[src/rtl/btn_pkg.sv]
// Shared definitions for the button front end: channel states, the counter
// width helper and default timing for the 100 MHz board clock.
package btn_pkg;

    typedef enum logic [1:0] {
        ST_IDLE   = 2'd0,
        ST_HELD   = 2'd1,
        ST_REPEAT = 2'd2
    } chan_state_e;

    // Defaults for a 100 MHz clock: ~96 us debounce, 0.5 s long press, 0.1 s repeat.
    localparam int DEFAULT_NUM_BUTTONS       = 4;
    localparam int DEFAULT_DEBOUNCE_CYCLES   = 9600;
    localparam int DEFAULT_LONG_PRESS_CYCLES = 50_000_000;
    localparam int DEFAULT_REPEAT_CYCLES     = 10_000_000;

    // Bits needed to hold values 0..max_val; never less than one bit.
    function automatic int cnt_width(input int max_val);
        if (max_val < 1) begin
            return 1;
        end
        return $clog2(max_val + 1);
    endfunction

endpackage

[src/rtl/button_channel.sv]
// One button channel: 2-flop synchroniser, debounce counter, press/hold FSM
// and the hold/repeat counter. Every output comes straight from a flop.
module button_channel
    import btn_pkg::*;
#(
    parameter int DEBOUNCE_CYCLES   = DEFAULT_DEBOUNCE_CYCLES,
    parameter int LONG_PRESS_CYCLES = DEFAULT_LONG_PRESS_CYCLES,
    parameter int REPEAT_CYCLES     = DEFAULT_REPEAT_CYCLES
) (
    input  logic clock,
    input  logic reset,
    input  logic button_i,
    output logic level_o,
    output logic press_pulse_o,
    output logic release_pulse_o,
    output logic long_pulse_o,
    output logic repeat_pulse_o
);

    // The hold counter serves both the long-press and repeat phases.
    localparam int HOLD_MAX = (LONG_PRESS_CYCLES > REPEAT_CYCLES) ? LONG_PRESS_CYCLES : REPEAT_CYCLES;
    localparam int DEB_W    = cnt_width(DEBOUNCE_CYCLES);
    localparam int HOLD_W   = cnt_width(HOLD_MAX);

    // Terminal values are compared one step early so the counters never
    // need to hold the limit itself and can never wrap.
    localparam logic [DEB_W-1:0]  DEB_LAST  = DEB_W'(DEBOUNCE_CYCLES - 1);
    localparam logic [HOLD_W-1:0] LONG_LAST = HOLD_W'(LONG_PRESS_CYCLES - 1);
    localparam logic [HOLD_W-1:0] REP_LAST  = HOLD_W'((REPEAT_CYCLES > 0) ? REPEAT_CYCLES - 1 : 0);

    logic [1:0]        sync_q;
    logic [DEB_W-1:0]  deb_q, deb_d;
    logic [HOLD_W-1:0] hold_q, hold_d;
    chan_state_e       state_q, state_d;
    logic              level_q, level_d;
    logic              press_q, press_d;
    logic              release_q, release_d;
    logic              long_q, long_d;
    logic              repeat_q, repeat_d;
    logic              sync_bit;
    logic              accept;

    assign sync_bit = sync_q[1];
    // A level change is accepted when the disagreement has lasted the full window.
    assign accept   = (sync_bit != level_q) && (deb_q == DEB_LAST);

    // Two-flop synchroniser for the asynchronous pin.
    always_ff @(posedge clock) begin
        if (reset) begin
            sync_q <= 2'b00;
        end else begin
            sync_q <= {sync_q[0], button_i};
        end
    end

    // Debounce counter, FSM next state and strobe generation.
    always_comb begin
        deb_d     = deb_q;
        level_d   = level_q;
        state_d   = state_q;
        hold_d    = hold_q;
        press_d   = 1'b0;
        release_d = 1'b0;
        long_d    = 1'b0;
        repeat_d  = 1'b0;

        if (sync_bit == level_q) begin
            deb_d = '0;
        end else if (accept) begin
            deb_d   = '0;
            level_d = ~level_q;
        end else begin
            deb_d = deb_q + DEB_W'(1);
        end

        case (state_q)
            ST_IDLE: begin
                if (accept) begin
                    state_d = ST_HELD;
                    press_d = 1'b1;
                    hold_d  = '0;
                end
            end
            ST_HELD: begin
                // Release has priority over the long-press strobe.
                if (accept) begin
                    state_d   = ST_IDLE;
                    release_d = 1'b1;
                    hold_d    = '0;
                end else if (hold_q == LONG_LAST) begin
                    state_d = ST_REPEAT;
                    long_d  = 1'b1;
                    hold_d  = '0;
                end else begin
                    hold_d = hold_q + HOLD_W'(1);
                end
            end
            ST_REPEAT: begin
                if (accept) begin
                    state_d   = ST_IDLE;
                    release_d = 1'b1;
                    hold_d    = '0;
                end else if (REPEAT_CYCLES > 0) begin
                    if (hold_q == REP_LAST) begin
                        repeat_d = 1'b1;
                        hold_d   = '0;
                    end else begin
                        hold_d = hold_q + HOLD_W'(1);
                    end
                end
            end
            default: begin
                state_d = ST_IDLE;
                hold_d  = '0;
            end
        endcase
    end

    // State, counters and registered outputs.
    always_ff @(posedge clock) begin
        if (reset) begin
            deb_q     <= '0;
            hold_q    <= '0;
            state_q   <= ST_IDLE;
            level_q   <= 1'b0;
            press_q   <= 1'b0;
            release_q <= 1'b0;
            long_q    <= 1'b0;
            repeat_q  <= 1'b0;
        end else begin
            deb_q     <= deb_d;
            hold_q    <= hold_d;
            state_q   <= state_d;
            level_q   <= level_d;
            press_q   <= press_d;
            release_q <= release_d;
            long_q    <= long_d;
            repeat_q  <= repeat_d;
        end
    end

    assign level_o         = level_q;
    assign press_pulse_o   = press_q;
    assign release_pulse_o = release_q;
    assign long_pulse_o    = long_q;
    assign repeat_pulse_o  = repeat_q;

endmodule

[src/rtl/button_events.sv]
// Multi-channel button front end: one independent button_channel per input.
module button_events
    import btn_pkg::*;
#(
    parameter int NUM_BUTTONS       = DEFAULT_NUM_BUTTONS,
    parameter int DEBOUNCE_CYCLES   = DEFAULT_DEBOUNCE_CYCLES,
    parameter int LONG_PRESS_CYCLES = DEFAULT_LONG_PRESS_CYCLES,
    parameter int REPEAT_CYCLES     = DEFAULT_REPEAT_CYCLES
) (
    input  logic                   clock,
    input  logic                   reset,
    input  logic [NUM_BUTTONS-1:0] buttons,
    output logic [NUM_BUTTONS-1:0] level,
    output logic [NUM_BUTTONS-1:0] press_pulse,
    output logic [NUM_BUTTONS-1:0] release_pulse,
    output logic [NUM_BUTTONS-1:0] long_pulse,
    output logic [NUM_BUTTONS-1:0] repeat_pulse
);

    // Channels share nothing but clock and reset.
    for (genvar gi = 0; gi < NUM_BUTTONS; gi++) begin : g_chan
        button_channel #(
            .DEBOUNCE_CYCLES  (DEBOUNCE_CYCLES),
            .LONG_PRESS_CYCLES(LONG_PRESS_CYCLES),
            .REPEAT_CYCLES    (REPEAT_CYCLES)
        ) u_chan (
            .clock          (clock),
            .reset          (reset),
            .button_i       (buttons[gi]),
            .level_o        (level[gi]),
            .press_pulse_o  (press_pulse[gi]),
            .release_pulse_o(release_pulse[gi]),
            .long_pulse_o   (long_pulse[gi]),
            .repeat_pulse_o (repeat_pulse[gi])
        );
    end

endmodule

[config.mk]
export PLATFORM = sky130hd
export DESIGN_NAME = button_events
export DESIGN_NICKNAME = d
export VERILOG_FILES = /design/src/rtl/btn_pkg.sv /design/src/rtl/button_channel.sv /design/src/rtl/button_events.sv
export SDC_FILE = /design/constraint.sdc
export NUM_CORES = 1
export LEC_CHECK = 0
export BUFFER_PORTS_ARGS = -buffer_cell sky130_fd_sc_hd__buf_2
export CORE_AREA = 2 2 184 186
export CTS_CLUSTER_SIZE = 8
export DETAILED_ROUTE_END_ITERATION = 10
export DIE_AREA = 0 0 186 188
export HOLD_SLACK_MARGIN = 0.06
export PLACE_DENSITY = 0.52
export SLEW_MARGIN = 30
export SYNTH_ARGS = -nofsm -noshare
export SYNTH_HDL_FRONTEND = slang
export SYNTH_SLANG_ARGS = --single-unit
export TNS_END_PERCENT = 5
[constraint.sdc]
create_clock -name clock -period 5.3 [get_ports clock]
set_input_delay 1.06 -clock clock [delete_from_list [all_inputs] [get_ports clock]]
set_output_delay 1.06 -clock clock [all_outputs]
set_load 0.01 [all_outputs]
# Word-level counts from Yosys, hierarchy flattened
# Index checks and enable logic that the tools add are counted.
totals:
  ff_bits: 196
  word_cells: 204
classes:
  n_addsub: 8
  eq_ne: 40
  n_mux: 56
  n_bitwise: 24
  reduce_logical: 40
ops:
  columns: ["op", "count"]
  rows:
  - ["$mux 26", 20]
  - ["$pmux 26 s3", 4]
  - ["$add 26x1->26 const B", 4]
  - ["$eq 26x24->1 const B", 4]
  - ["$eq 26x26->1 const B", 4]
  - ["$add 14x1->14 const B", 4]
  - ["$eq 14x14->1 const B", 4]
  - ["$reduce_or 3->1", 12]
  - ["$mux 2", 16]
  - ["$not 1->1", 24]
  - ["$pmux 2 s3", 4]
  - ["$reduce_or 2->1", 12]
  - ["$ne 2x1->1 const B", 8]
  - ["$mux 1", 12]
  - ["$ne 3x1->1 const B", 4]
  - ["$reduce_and 3->1", 4]
  - ["$eq 2x1->1 const B", 4]
  - ["$eq 2x2->1 const B", 4]
  - ["$logic_not 2->1", 4]
  - ["$reduce_and 2->1", 4]
  - ["$eq 1x1->1", 4]
  - ["$logic_and 1x1->1", 4]
  - ["$ne 1x1->1", 4]

# Longest topological paths before layout
depth:
  word_depth: 4
  mapped_depth: 9
  ltp_nobuf: 7

# Cells and area by module
# Synthesis repeated with hierarchy kept, for this count alone.
hier_totals:
  hier_cells: 1147
  area_unflattened_um2: 9650.5
modules_own_cells:
  columns: ["mod", "instances", "cells_per_inst", "area_each_um2"]
  rows:
  - ["button_channel (g_chan[0].u_chan ...)", 3, 282, 2374.8]
  - ["button_channel (g_chan[3].u_chan)", 1, 301, 2526.2]

# Worst setup path after synthesis
# Ideal clock, no wire load.
synth_timing:
  path_type: "reg-to-reg"
  startpoint: "register g_chan[0].u_chan.hold_q[0]"
  endpoint: "register g_chan[0].u_chan.hold_q[13]"
  setup_ns: 0.122
  arrival_ns: 2.131
  required_time_ns: 5.178
  slack_ns: 3.046
  stages_incl_launch_ff: 10
  n_path_buf: 2
  period_less_slack_ns: 2.254
  path_cell_list: "dfxtp_1 -> ha_1 -> and4_1 -> nand4b_1 -> o41ai_1 -> a211oi_2 -> buf_6 -> buf_6 -> a22oi_1 -> o21ai_1"
synth_via:
  elab_chain_cells: 4
  elab_cells_between_ends: 8
  cone_classes: "add/sub (1); eq/ne (2); mux (5)"
synth_rtl:
  columns: ["element", "line", "rtl"]
  rows:
  - ["start: declaration", "button_channel.sv:33", "logic [HOLD_W-1:0] hold_q, hold_d;"]
  - ["start signal: assignment", "button_channel.sv:132", "hold_q <= hold_d;"]
  - ["$add 26x1->26 (tied with other cells)", "button_channel.sv:95, button_channel.sv:108", null]
  - ["$mux 26, on equally long branches", "button_channel.sv:104, button_channel.sv:90", null]
  - ["$mux 26, on equally long branches", "button_channel.sv:99, button_channel.sv:86", null]
  - ["$pmux 26 s3 *", "button_channel.sv:76", "case (state_q)"]
# Every way passes the cells marked *; elsewhere a longest branch is shown, timed or not.
# A chain may end at the register's enable or synchronous reset.

# Worst setup path after layout
layout_timing:
  startpoint: "register g_chan[0].u_chan.hold_q[0]"
  endpoint: "register g_chan[0].u_chan.hold_q[9]"
# The elaborated chain is that of the path after synthesis.

==> impl_metrics.py <==
metrics = {
    "status": {
        "status": "complete, no violations",
    },
    "final_layout": {
        "fin_cells": 1633,
        "drive_gt1_share_pct": 7.34,
        "area.sequential_mm2": 0.00392,
        "area_growth_pct": 10.5,
        "fillCellCount": 3497,
        "nNetsFinal": 1202,
        "num_antenna_cells": 0,
        "multi_input_area_mm2": 0.00541,
    },
    "logic_synthesis": {
        "yosysTopAreaCell": "dfxtp_1",
        "yosysUniqueCellTypes": 72,
        "synth_area_per_cell_um2": 8.28,
        "synth_top_area_share_pct": 40.1,
        "seq_area_frac_synth_pct": 40.1,
        "yosysMostFrequentCell": "dfxtp_1",
        "synth_edf_count": 0,
        "synthCells": 1182,
        "async_reset_ff_share_pct": 0,
        "synth-seq-cells": 196,
        "synth_area_mm2": 0.00978,
        "netlist_top_cells_area": "dfxtp_1 (40%), nor2_1 (5.8%), nand3_1 (5.2%), xor2_1 (4.7%), nand2_1 (4.5%)",
        "synthTopCellsByCount": "dfxtp_1 (196), nor2_1 (150), nand2_1 (117), nand3_1 (101), xor2_1 (53)",
        "ys_dominant_reg_cell": "dfxtp_1",
        "yosys_warnings": 0,
        "syn_nets": 1212,
    },
    "sta": {
        "max_freq_mhz": 361,
        "fin_ws_ns": 2.53,
        "worstMarginPinSlew_ns": 0.906,
        "finalSetupTns_ns": 0,
        "drv_slew": 0,
        "finalCritPeriodShare_pct": 52.3,
        "final.min_clock_period_ns": 2.77,
        "final-setup-viol-count": 0,
        "rsz0062_at_grt": "false",
        "clock_skew_ns": 0.0119,
        "hold_viol": 0,
        "relSlewSlack_pct": 39.2,
    },
    "routing": {
        "ant_nets": 0,
        "wire_per_inst_um": 13.8,
        "drt_iter0_markers": 460,
        "wl_um": 22500,
        "first_pass_iters": 5,
        "via_per_inst": 4.97,
        "vias": 8118,
        "drc": 0,
    },
    "die": {
        "rows": 67,
        "pin_count": 26,
        "start_util_pct": 29.5,
        "dieWidth_um": 186,
        "fp.dieH_um": 188,
        "coreArea_mm2": 0.0331,
        "die_area_mm2": 0.0350,
    },
    "global_routing": {
        "gr-total-overflow": 0,
        "grt_pass1_wl_um": 38000,
        "grtUsageMet2_pct": 20.7,
        "use_met1_pct": 18.5,
        "grt-busiest-layer": "met2",
        "grtUsageTotal_pct": 13.2,
        "met3_usage_pct": 2.89,
        "first_global_vias": 7537,
        "grt_max_degree": 27,
        "antenna_found_initial": 0,
    },
    "critical_path": {
        "worstPathMaxFanout": 11,
        "crit_arrival_ns": 3.07,
        "worst-path-buf-inv": 0,
        "cp-end-kind": "flop",
        "r2r-start": "g_chan[0].u_chan.hold_q[0]",
        "regToRegSetupSlack_ns": 2.53,
        "crit_start": "g_chan[0].u_chan.hold_q[0]",
        "setup.worst_path.class": "flop to flop",
        "critPathCapture": "g_chan[0].u_chan.hold_q[9]",
        "critical_path.slowest_cell": "o41ai_1",
        "crit_chain": "ha_1 -> and4_1 -> nand4b_1 -> o41ai_1 -> a211oi_2 -> nand2_1 -> o311ai_0",
        "cpPeakStageDelay_ns": 0.68,
        "critPathTopFamily": "compound AO/OA/AOI/OAI gates",
        "cp_data_required_time_ns": 5.61,
        "cp_num_cells": 7,
        "r2r_end": "g_chan[0].u_chan.hold_q[9]",
        "startpoint_type": "flop",
        "r2r_cells": 7,
    },
    "clocking": {
        "h-tree-depth": 4,
        "cts_setup_buffers": 0,
        "clkSlewWorstSetupHoldPaths_ns": 0.08,
        "clkLatencyLatePin_ns": 0.44,
        "clock_sinks": 196,
        "postCtsHoldBufs": 0,
        "cts_resized": 0,
        "cts_root_buf": "clkbuf_16",
        "cts_made_buffers": 17,
        "cts_tree": "built",
        "cts_buffer_depth": 2,
    },
    "placed_design": {
        "gp_congestion": 0.829,
        "dp_slack_ns": 2.24,
        "io_buffers": 25,
        "dpl.cell_count": 1601,
        "dp_hpwl_um": 15700,
    },
    "power": {
        "power_density_mw_per_mm2": 263,
        "ir_drop_mv": 0.236,
        "p_leak_nw": 3.62,
    },
    "min_path": {
        "hp-class": "flop to flop",
        "min-delay-start": "g_chan[2].u_chan.sync_q[0]",
    },
    "run": {
        "drv_cap": 0,
    },
}
==> sequential cells by signal, indices dropped and copies added (netlist names) <==
register	flops
g_chan.u_chan.deb_q	56
g_chan.u_chan.repeat_pulse_o	4
g_chan.u_chan.sync_q	8
g_chan.u_chan.hold_q	104
g_chan.u_chan.level_o	4
g_chan.u_chan.long_pulse_o	4
g_chan.u_chan.press_pulse_o	4
g_chan.u_chan.state_q	8
g_chan.u_chan.release_pulse_o	4
==> kinds of logic after synthesis <==
group	count (synthesis)	share of synthesized area [%]
adders and majority gates	24	3.07
muxes	2	0.205
and+or+nand+nor	618	32.7
xor gates and xnor gates	89	7.97
DFF	196	40.1
AOI/OAI and AO/OA	156	11.2
buffers and inverters	97	4.74
==> how the worst min path moves through the flow <==
stage / endpoint / cells after the start
final: g_chan[2].u_chan.sync_q[1] / 1
after global routing: g_chan[2].u_chan.sync_q[1] / 1
after CTS: g_chan[2].u_chan.sync_q[1] / 1
after detailed placement: g_chan[2].u_chan.sync_q[1] / 1
after global placement: g_chan[1].u_chan.sync_q[1] / 1
after floorplan: g_chan[0].u_chan.sync_q[1] / 1
==> metrics by stage <==
stage                     area [um^2]  power [mW]  hold slack [ns]  utilization, %
final                           10800        2.84            0.442            32.6
after global routing            10800        2.95            0.464            32.6
after CTS                       10800        2.90            0.445            32.6
after detailed placement        10200        1.55            0.426            30.8
after global placement          10200        1.55            0.418            30.8
after floorplan                  9780        1.54            0.414               -
==> cell type report <==
class / count / share of cell area, %
Clock buffer: 17 / 3.94
Clock inverter: 15 / 1.68
Inverter: 36 / 1.25
Multi-Input combinational cell: 889 / 50.0
Sequential cell: 196 / 36.3
Tap cell: 448 / 5.19
Timing Repair Buffer: 32 / 1.64
==> layout by cell type (no fill, tap or decap), types with 26 or more instances in the layout <==
cell / count
nor2_1: 150
xor2_1: 53
nand3_1: 101
inv_1: 36
xnor2_1: 36
nand4_1: 47
dfxtp_1: 196
a21oi_1: 40
nand2_1: 117
nor3_1: 29
o21ai_0: 26
and3_1: 40
==> layer usage <==
| layer | share of wire (%) | vias up | routed length, um |
|---|---|---|---|
| met2 | 45 | 115 | 10100 |
| met1 | 51 | 3801 | 11400 |
| met3 | 3.3 | 14 | 740 |
| li1 | - | 4188 | - |
| met5 | 0 | - | 0 |
| met4 | 0.88 | 0 | 197 |
==> where the power goes <==
part / internal (mW) / switching [mW] / leakage, nW
clock network: 0.642 / 0.680 / 0.294
registers: 1.47 / 0.00181 / 1.58
logic: 0.00989 / 0.0310 / 1.75
total: 2.13 / 0.712 / 3.62
Power figures use the tool's default switching activity.
